==> src/rtl/cd_rx_drain.sv <==
// cd_rx_drain: on cdbus irq, confirms RX pending, streams the RX RAM frame out byte by byte, then releases the page.
// Optional sink-stall abort is compiled in with `define CD_RX_DRAIN_TIMEOUT_EN.
module cd_rx_drain #(
    parameter logic [3:0]  REG_STATUS  = 4'd0,
    parameter logic [3:0]  REG_RX_CTRL = 4'd5,
    parameter int          BIT_RX_PEND = 2,
    parameter int          BIT_RD_DONE = 0,
    parameter logic [15:0] TIMEOUT     = 16'd4096
) (
    input  logic        clk,
    input  logic        reset_n,
    input  logic        enable,
    input  logic        irq,
    output logic [3:0]  csr_address,
    output logic [3:0]  csr_byteenable,
    output logic        csr_read,
    input  logic [31:0] csr_readdata,
    output logic        csr_write,
    output logic [31:0] csr_writedata,
    output logic [5:0]  rx_mm_address,
    output logic        rx_mm_read,
    input  logic [31:0] rx_mm_readdata,
    output logic [7:0]  m_data,
    output logic        m_valid,
    output logic        m_last,
    input  logic        m_ready,
    output logic        busy,
    output logic [15:0] frame_cnt,
    output logic [15:0] drop_cnt
);

    typedef enum logic [2:0] {IDLE, ST_RD, ST_CHK, W_RD, W_WAIT, STREAM, REL} state_t;

    state_t      state_q, state_d;
    logic [7:0]  idx_q, idx_d;
    logic [8:0]  total_q, total_d;
    logic [31:0] buf_q, buf_d;
    logic [15:0] frame_q, frame_d;
    logic [7:0]  len_clamped;
    logic        last_byte;

`ifdef CD_RX_DRAIN_TIMEOUT_EN
    logic [15:0] stall_q, stall_d;
    logic [15:0] drop_q, drop_d;
    logic        abort_q, abort_d;
`endif

    // Length byte is clamped so a frame never exceeds the 256-byte page.
    assign len_clamped    = (rx_mm_readdata[23:16] > 8'd253) ? 8'd253 : rx_mm_readdata[23:16];
    assign last_byte      = (({1'b0, idx_q} + 9'd1) == total_q);
    assign csr_byteenable = 4'b1111;
    assign rx_mm_address  = idx_q[7:2];
    assign busy           = (state_q != IDLE);
    assign frame_cnt      = frame_q;

    always_comb begin
        state_d       = state_q;
        idx_d         = idx_q;
        total_d       = total_q;
        buf_d         = buf_q;
        frame_d       = frame_q;
        csr_read      = 1'b0;
        csr_write     = 1'b0;
        csr_address   = 4'd0;
        csr_writedata = 32'd0;
        rx_mm_read    = 1'b0;
        m_valid       = 1'b0;
        m_last        = 1'b0;
        m_data        = 8'd0;
`ifdef CD_RX_DRAIN_TIMEOUT_EN
        stall_d       = stall_q;
        drop_d        = drop_q;
        abort_d       = abort_q;
`endif
        case (state_q)
            IDLE: begin
                if (enable && irq) state_d = ST_RD;
            end
            ST_RD: begin
                csr_read    = 1'b1;
                csr_address = REG_STATUS;
                state_d     = ST_CHK;
            end
            ST_CHK: begin
                if (csr_readdata[BIT_RX_PEND]) begin
                    idx_d   = 8'd0;
                    state_d = W_RD;
`ifdef CD_RX_DRAIN_TIMEOUT_EN
                    abort_d = 1'b0;
`endif
                end else begin
                    state_d = IDLE;
                end
            end
            W_RD: begin
                rx_mm_read = 1'b1;
                state_d    = W_WAIT;
            end
            W_WAIT: begin
                buf_d = rx_mm_readdata;
                if (idx_q == 8'd0) total_d = 9'd3 + {1'b0, len_clamped};
                state_d = STREAM;
            end
            STREAM: begin
                m_valid = 1'b1;
                m_data  = buf_q[{idx_q[1:0], 3'b000} +: 8];
                m_last  = last_byte;
                if (m_ready) begin
`ifdef CD_RX_DRAIN_TIMEOUT_EN
                    stall_d = 16'd0;
`endif
                    if (last_byte) begin
                        state_d = REL;
                    end else begin
                        idx_d = idx_q + 8'd1;
                        // No prefetch: each new word costs a W_RD/W_WAIT bubble.
                        if (idx_q[1:0] == 2'd3) state_d = W_RD;
                    end
                end
`ifdef CD_RX_DRAIN_TIMEOUT_EN
                else if (stall_q == TIMEOUT - 16'd1) begin
                    stall_d = 16'd0;
                    abort_d = 1'b1;
                    state_d = REL;
                end else begin
                    stall_d = stall_q + 16'd1;
                end
`endif
            end
            REL: begin
                csr_write     = 1'b1;
                csr_address   = REG_RX_CTRL;
                csr_writedata = 32'd1 << BIT_RD_DONE;
                state_d       = IDLE;
`ifdef CD_RX_DRAIN_TIMEOUT_EN
                if (abort_q) drop_d = drop_q + 16'd1;
                else         frame_d = frame_q + 16'd1;
`else
                frame_d = frame_q + 16'd1;
`endif
            end
            default: state_d = IDLE;
        endcase
    end

    always_ff @(posedge clk or negedge reset_n) begin
        if (!reset_n) begin
            state_q <= IDLE;
            idx_q   <= 8'd0;
            total_q <= 9'd0;
            buf_q   <= 32'd0;
            frame_q <= 16'd0;
        end else begin
            state_q <= state_d;
            idx_q   <= idx_d;
            total_q <= total_d;
            buf_q   <= buf_d;
            frame_q <= frame_d;
        end
    end

`ifdef CD_RX_DRAIN_TIMEOUT_EN
    always_ff @(posedge clk or negedge reset_n) begin
        if (!reset_n) begin
            stall_q <= 16'd0;
            drop_q  <= 16'd0;
            abort_q <= 1'b0;
        end else begin
            stall_q <= stall_d;
            drop_q  <= drop_d;
            abort_q <= abort_d;
        end
    end
    assign drop_cnt = drop_q;
`else
    assign drop_cnt = 16'd0;
`endif

    // Only the pending bit of status is meaningful here.
    logic unused_ok;
    assign unused_ok = ^{csr_readdata, TIMEOUT};

endmodule

==> config.mk <==
export PLATFORM = sky130hd
export DESIGN_NAME = cd_rx_drain
export DESIGN_NICKNAME = d
export VERILOG_FILES = /design/src/rtl/cd_rx_drain.sv
export SDC_FILE = /design/constraint.sdc
export NUM_CORES = 1
export LEC_CHECK = 0
export BUFFER_PORTS_ARGS = -buffer_cell sky130_fd_sc_hd__buf_2
export CAP_MARGIN = 20
export CORE_MARGIN = 1.5
export CORE_UTILIZATION = 53
export DETAILED_ROUTE_END_ITERATION = 10
export PLACE_DENSITY = 0.86
export SYNTH_ARGS = -nofsm -noshare
export SYNTH_HDL_FRONTEND = slang
export SYNTH_SLANG_ARGS = --single-unit
==> constraint.sdc <==
create_clock -name clk -period 6.4 [get_ports clk]
set_input_delay 1.28 -clock clk [delete_from_list [all_inputs] [get_ports clk]]
set_output_delay 1.28 -clock clk [all_outputs]
set_load 0.05 [all_outputs]
==> results.toml, run 1 <==
[run_status]
status = "complete, no violations"

[place]
hpwl_mm = 5.89
io_buffers = 76
dp.cells = 540
postPlaceCellArea_um2 = 4240
gp_congestion = 0.891

[hold_path]
whs_path_depth = 1
holdCritStartpoint = "frame_cnt[15]"
min_path_type = "register to register"
hold_path_end = "frame_cnt[15]"

[power]
pwr-share-seq_pct = 39.8
power.density_nw_per_um2 = 416
p_int_w = 0.00110
p_clk_share_pct = 19.0
leakagePower_nw = 2.11
total_power_w = 0.00184
sw_frac_of_total_pct = 40.5
power.switching_w = 0.000746
vdd_drop_max_mv = 0.206
p_comb_share_pct = 41.2

[routing]
drcViolationCount = 0
drt-initial-drc-count = 188
drt-total-wl_mm = 7.91
drtAntennaViolNets = 0
dr_total_vias = 2895
viasPerCell = 5.21
drtPass1Iterations = 4
wl_per_cell_um = 14.2

[layout]
multi_input_area_um2 = 1970
antenna_cells = 0
syn2layout_area_growth_pct = 9.21
fillers = 632
final_cell_mix = "76 x buf_2, 68 x dfrtp_1, 53 x conb_1, 32 x nand2_1, 32 x mux2_2"
final-instance-count-excl-fill = 556
final_common_cell = "buf_2"
seqCellArea_um2 = 1700
design_area_um2 = 4430
num-nets-final = 524
drive_gt1_share_pct = 31.9

[global_route]
track_usage_pct = 20.6
grt_overflow = 0
antenna_found_initial = 0
first_global_vias = 2848
grt_first_pass_wirelength_mm = 13.5
grt_max_degree = 69

[synthesis]
synth_top_area_share_pct = 41.9
netlist_area_um2 = 4060
ys_seq_area_share_pct = 41.9
synth_ff_type = "dfrtp_1"
ys_ff_latch = 68
synth_edf_count = 0
synthArstFlopShare_pct = 100
synthTopCellsByArea = "dfrtp_1 42%, buf_4 12%, mux2_2 8.9%, mux4_2 4.4%, xnor2_1 3.7%"
synth_cells = 389
yosysTopAreaCell = "dfrtp_1"
synthDistinctLibCells = 56
yosysWarnings = 0
avgSynthCellArea_um2 = 10.4

[worst_setup_path]
crit_path_max_incr_delay_ps = 890
cp.required_ps = 5120
cp_max_fo = 16
cp_data_arrival_time_ps = 3390
reg2reg_from = "idx_q[0]"
ff2ff_path_depth = 7
slowest_stage = "dfrtp_1"
cp-end-kind = "output pin"
critPathKind = "register to output pin"
crit_chain = "ha_1, inv_1, or4b_4, a21boi_2, o211ai_2, nor3_1, buf_2"
path_buf_inv = 2
r2r_slack_ps = 3370
crit_family = "flip-flops"
crit_cells = 7
reg2reg_to = "idx_q[4]"
worstSetupStartpointType = "register"

[clock_tree]
cts_tree = "done"
cts.sinks = 68
clk_latency_ps = 350
cts_buffers = 9
cts.reportedPaths.clkPinSlew_ps = 80
cts_hold_buf = 0
ctsResizeCount = 0
cts_max_level = 3
clockBufferDepth = 2
post-cts-setup-buffer-count = 0
cts_root_buf = "clkbuf_8"

[run]
cap_violations = 0

[die]
die-area_um2 = 8190
io-pin-count = 161
placementRows = 31
coreArea_um2 = 7330
fp.dieH_um = 90.5
die_w_um = 90.5
start_util_pct = 55.4

[timing]
fmaxAchievable_mhz = 214
final.setup_skew_ps = 9.63
max_slew.worst_pin.slew_ps = 840
hold_viol_final = 0
period_share_pct = 72.9
period_minus_slack_ps = 4670
rsz0062_at_grt = "no"
finalMaxSlewViolations = 0
final.setup.tns_ps = 0
relSlewSlack_pct = 44.0
setup_viol = 0
[state kept, by name (all words and copies together) (netlist names)]
name       count
buf_q         32
frame_cnt     16
total_q        9
idx_q          8
state_q        3
[kinds of logic after synthesis]
logic type / count (synthesis) / synth area share (%)
compound gates: 50 / 8.94
buf+inv: 89 / 14.4
mux: 44 / 14.3
fa+ha+maj: 3 / 0.925
xor+xnor: 29 / 6.26
flops: 68 / 41.9
simple gates: 104 / 13.1
other cells: 2 / 0.185
[synthesized netlist by cell type (all sizes together) (3+ instances only)]
| master | number |
|---|---|
| buf | 70 |
| dfrtp | 68 |
| mux2 | 32 |
| nand2 | 32 |
| o21ai | 19 |
| nand3 | 17 |
| xnor2 | 17 |
| nor2 | 13 |
| inv | 12 |
| xor2 | 12 |
| nor3 | 11 |
| and2 | 8 |
| mux4 | 8 |
| clkbuf | 7 |
| or3 | 6 |
| o211ai | 5 |
| a21oi | 4 |
| mux2i | 4 |
| a211oi | 3 |
| ha | 3 |
| nand4 | 3 |
| nor2b | 3 |
[per-layer routing]
layer,global-route usage [%],vias to the layer above,wire length [um]
met1,24.6,1411,3260
met2,36.0,115,4050
met3,5.89,8,543
met5,0,-,0
met4,5.82,0,63
li1,-,1361,-
[worst max-delay path by stage]
stage	from	end
after floorplan	idx_q[0]	m_last
after global placement	idx_q[0]	m_last
after detailed placement	idx_q[0]	m_last
after CTS	idx_q[0]	m_last
after global routing	idx_q[0]	m_last
final	idx_q[0]	m_last
[power by group through the flow]
stage | clock [W] | combinational (W) | sequential (W)
3_5_place_dp | 0 | 0.000762 | 0.000743
5_1_grt | 0.000374 | 0.000824 | 0.000762
2_1_floorplan | 0 | 0.000679 | 0.000692
6_report | 0.000350 | 0.000760 | 0.000733
3_3_place_gp | 0 | 0.000733 | 0.000727
4_1_cts | 0.000359 | 0.000765 | 0.000734
[through the flow]
stage               hold slack, ps  setup slack (ps)  util [%]
global route                   517              1510      60.5
floorplan                      469              1990         -
global placement               453              2180      57.8
CTS                            508              1720      60.5
detailed placement             492              2110      57.8
finish                         501              1730      60.5
[final cells by class]
type / count / area share (%)
clock inverters: 7 / 1.69
inverters: 12 / 1.02
repair buffers: 78 / 8.92
well taps: 99 / 2.79
clock buffers: 9 / 2.79
flip-flops and latches: 68 / 38.4
multi-input cells: 283 / 44.4
Power figures use the tool's default switching activity.
==> run 2: changes to the inputs <==
--- a/config.mk
+++ b/config.mk
@@ -8,9 +8,9 @@
 export BUFFER_PORTS_ARGS = -buffer_cell sky130_fd_sc_hd__buf_2
 export CAP_MARGIN = 20
 export CORE_MARGIN = 1.5
-export CORE_UTILIZATION = 53
+export CORE_UTILIZATION = 44
 export DETAILED_ROUTE_END_ITERATION = 10
-export PLACE_DENSITY = 0.86
+export PLACE_DENSITY = 0.76
 export SYNTH_ARGS = -nofsm -noshare
 export SYNTH_HDL_FRONTEND = slang
 export SYNTH_SLANG_ARGS = --single-unit
==> constraint.sdc (replaced) <==
create_clock -name clk -period 3.9 [get_ports clk]
set_input_delay 0.78 -clock clk [delete_from_list [all_inputs] [get_ports clk]]
set_output_delay 0.78 -clock clk [all_outputs]
set_load 0.05 [all_outputs]
==> results.toml, run 2 (same netlist as run 1, synthesis figures left out) <==
[clock_tree]
ctsResizeCount = 0
cts.sinks = 68
cts_root_buf = "clkbuf_8"
clockBufferDepth = 2
clk_latency_ps = 340
cts_buffers = 9
cts_hold_buf = 0
cts_tree = "done"
cts_max_level = 3
post-cts-setup-buffer-count = 0
cts.reportedPaths.clkPinSlew_ps = 70

[routing]
drt-initial-drc-count = 141
wl_per_cell_um = 13.9
drtAntennaViolNets = 0
viasPerCell = 5.11
drt-total-wl_mm = 7.89
drtPass1Iterations = 4
drcViolationCount = 0
dr_total_vias = 2895

[worst_setup_path]
critPathKind = "register to output pin"
cp.required_ps = 3120
reg2reg_from = "idx_q[0]"
cp_max_fo = 10
cp-end-kind = "output pin"
reg2reg_to = "idx_q[5]"
cp_data_arrival_time_ps = 2680
worstSetupStartpointType = "register"
ff2ff_path_depth = 7
crit_start = "idx_q[0]"
r2r_slack_ps = 1380
crit_end = "m_last"

[timing]
setup_ws_ps = 444
setup_viol = 0
fmaxAchievable_mhz = 289
relSlewSlack_pct = 43.5
rsz0062_at_grt = "no"
hold_viol_final = 0
period_minus_slack_ps = 3460
max_slew.worst_pin.slew_ps = 848
final.setup_skew_ps = 11.1
finalMaxSlewViolations = 0
final.setup.tns_ps = 0
period_share_pct = 88.6

[global_route]
grt_max_degree = 69
track_usage_pct = 16.7
grt_overflow = 0
antenna_found_initial = 0
first_global_vias = 2772
grt_first_pass_wirelength_mm = 13.1

[power]
sw_frac_of_total_pct = 38.8
leakagePower_nw = 2.14
power.density_nw_per_um2 = 690
p_clk_share_pct = 20.5
power.switching_w = 0.00120
pwr-share-seq_pct = 36.9
p_int_w = 0.00189
p_comb_share_pct = 42.6
vdd_drop_max_mv = 0.394

[die]
coreArea_um2 = 8850
placementRows = 34
fp.dieH_um = 99.1
start_util_pct = 45.9
die_w_um = 99.1
io-pin-count = 161
die-area_um2 = 9810

[run_status]
status = "complete, no violations"

[place]
dp_slack_ps = 802
hpwl_mm = 5.74
io_buffers = 76
gp_congestion = 0.866

[layout]
fillers = 814
drive_gt1_share_pct = 32.0
num-nets-final = 526
antenna_cells = 0
final_cell_mix = "76 x buf_2, 68 x dfrtp_1, 53 x conb_1, 32 x nand2_1, 32 x mux2_2"
largest_reg_flops = 32
syn2layout_area_growth_pct = 10.4
final_common_cell = "buf_2"
regMostFlops = "buf_q"

[run]
cap_violations = 0

[hold_path]
min_path_type = "register to register"
-- run 2: layout make-up --
cell class	instances	area, um^2	share of cell area (%)
Clock buffer	12	145	3.24
Clock inverter	4	72.6	1.62
Inverter	12	45.0	1.00
Multi-Input combinational cell	283	1970	44.0
Sequential cell	68	1700	37.9
Tap cell	108	135	3.01
Timing Repair Buffer	80	410	9.15
-- run 2: how the worst min path moves through the flow --
stage	from	endpoint	slack [ps]	depth (start not counted)
detailed placement	frame_cnt[15]	frame_cnt[15]	470	1
CTS	frame_cnt[15]	frame_cnt[15]	480	1
finish	frame_cnt[15]	frame_cnt[15]	480	1
global route	frame_cnt[15]	frame_cnt[15]	490	1
global placement	frame_cnt[15]	frame_cnt[15]	450	1
floorplan	total_q[3]	total_q[3]	470	2
-- run 2: power by group through the flow --
stage                     combinational (W)  sequential, W  clock [W]
after global routing                0.00144        0.00118   0.000684
after CTS                           0.00133        0.00114   0.000654
after detailed placement            0.00132        0.00116          0
final                               0.00132        0.00114   0.000634
after floorplan                     0.00112        0.00114          0
after global placement              0.00129        0.00114          0
-- run 2: stage by stage --
stage	instance area (um^2)	cells	power, W	hold WS [ps]	utilization, %
2_1_floorplan	4260	440	0.00225	469	-
3_3_place_gp	4270	551	0.00243	454	48.2
3_5_place_dp	4270	551	0.00248	466	48.2
4_1_cts	4480	567	0.00313	477	50.7
5_1_grt	4480	567	0.00330	488	50.7
6_report	4480	567	0.00309	478	50.7
-- run 2: worst max-delay path: stages (launching register included) --
cell	delay [ps]
dfrtp_1	350
ha_1	340
inv_1	150
or4b_4	560
a21boi_2	200
o211ai_2	260
nor3_2	190
buf_2	290
-- run 2: per-layer routing --
metal	routed length (um)	GRT usage, %	vias up
met5	0	0	-
met4	80	4.77	0
met3	606	4.89	12
met2	3770	26.9	134
met1	3440	22.2	1377
li1	-	-	1372
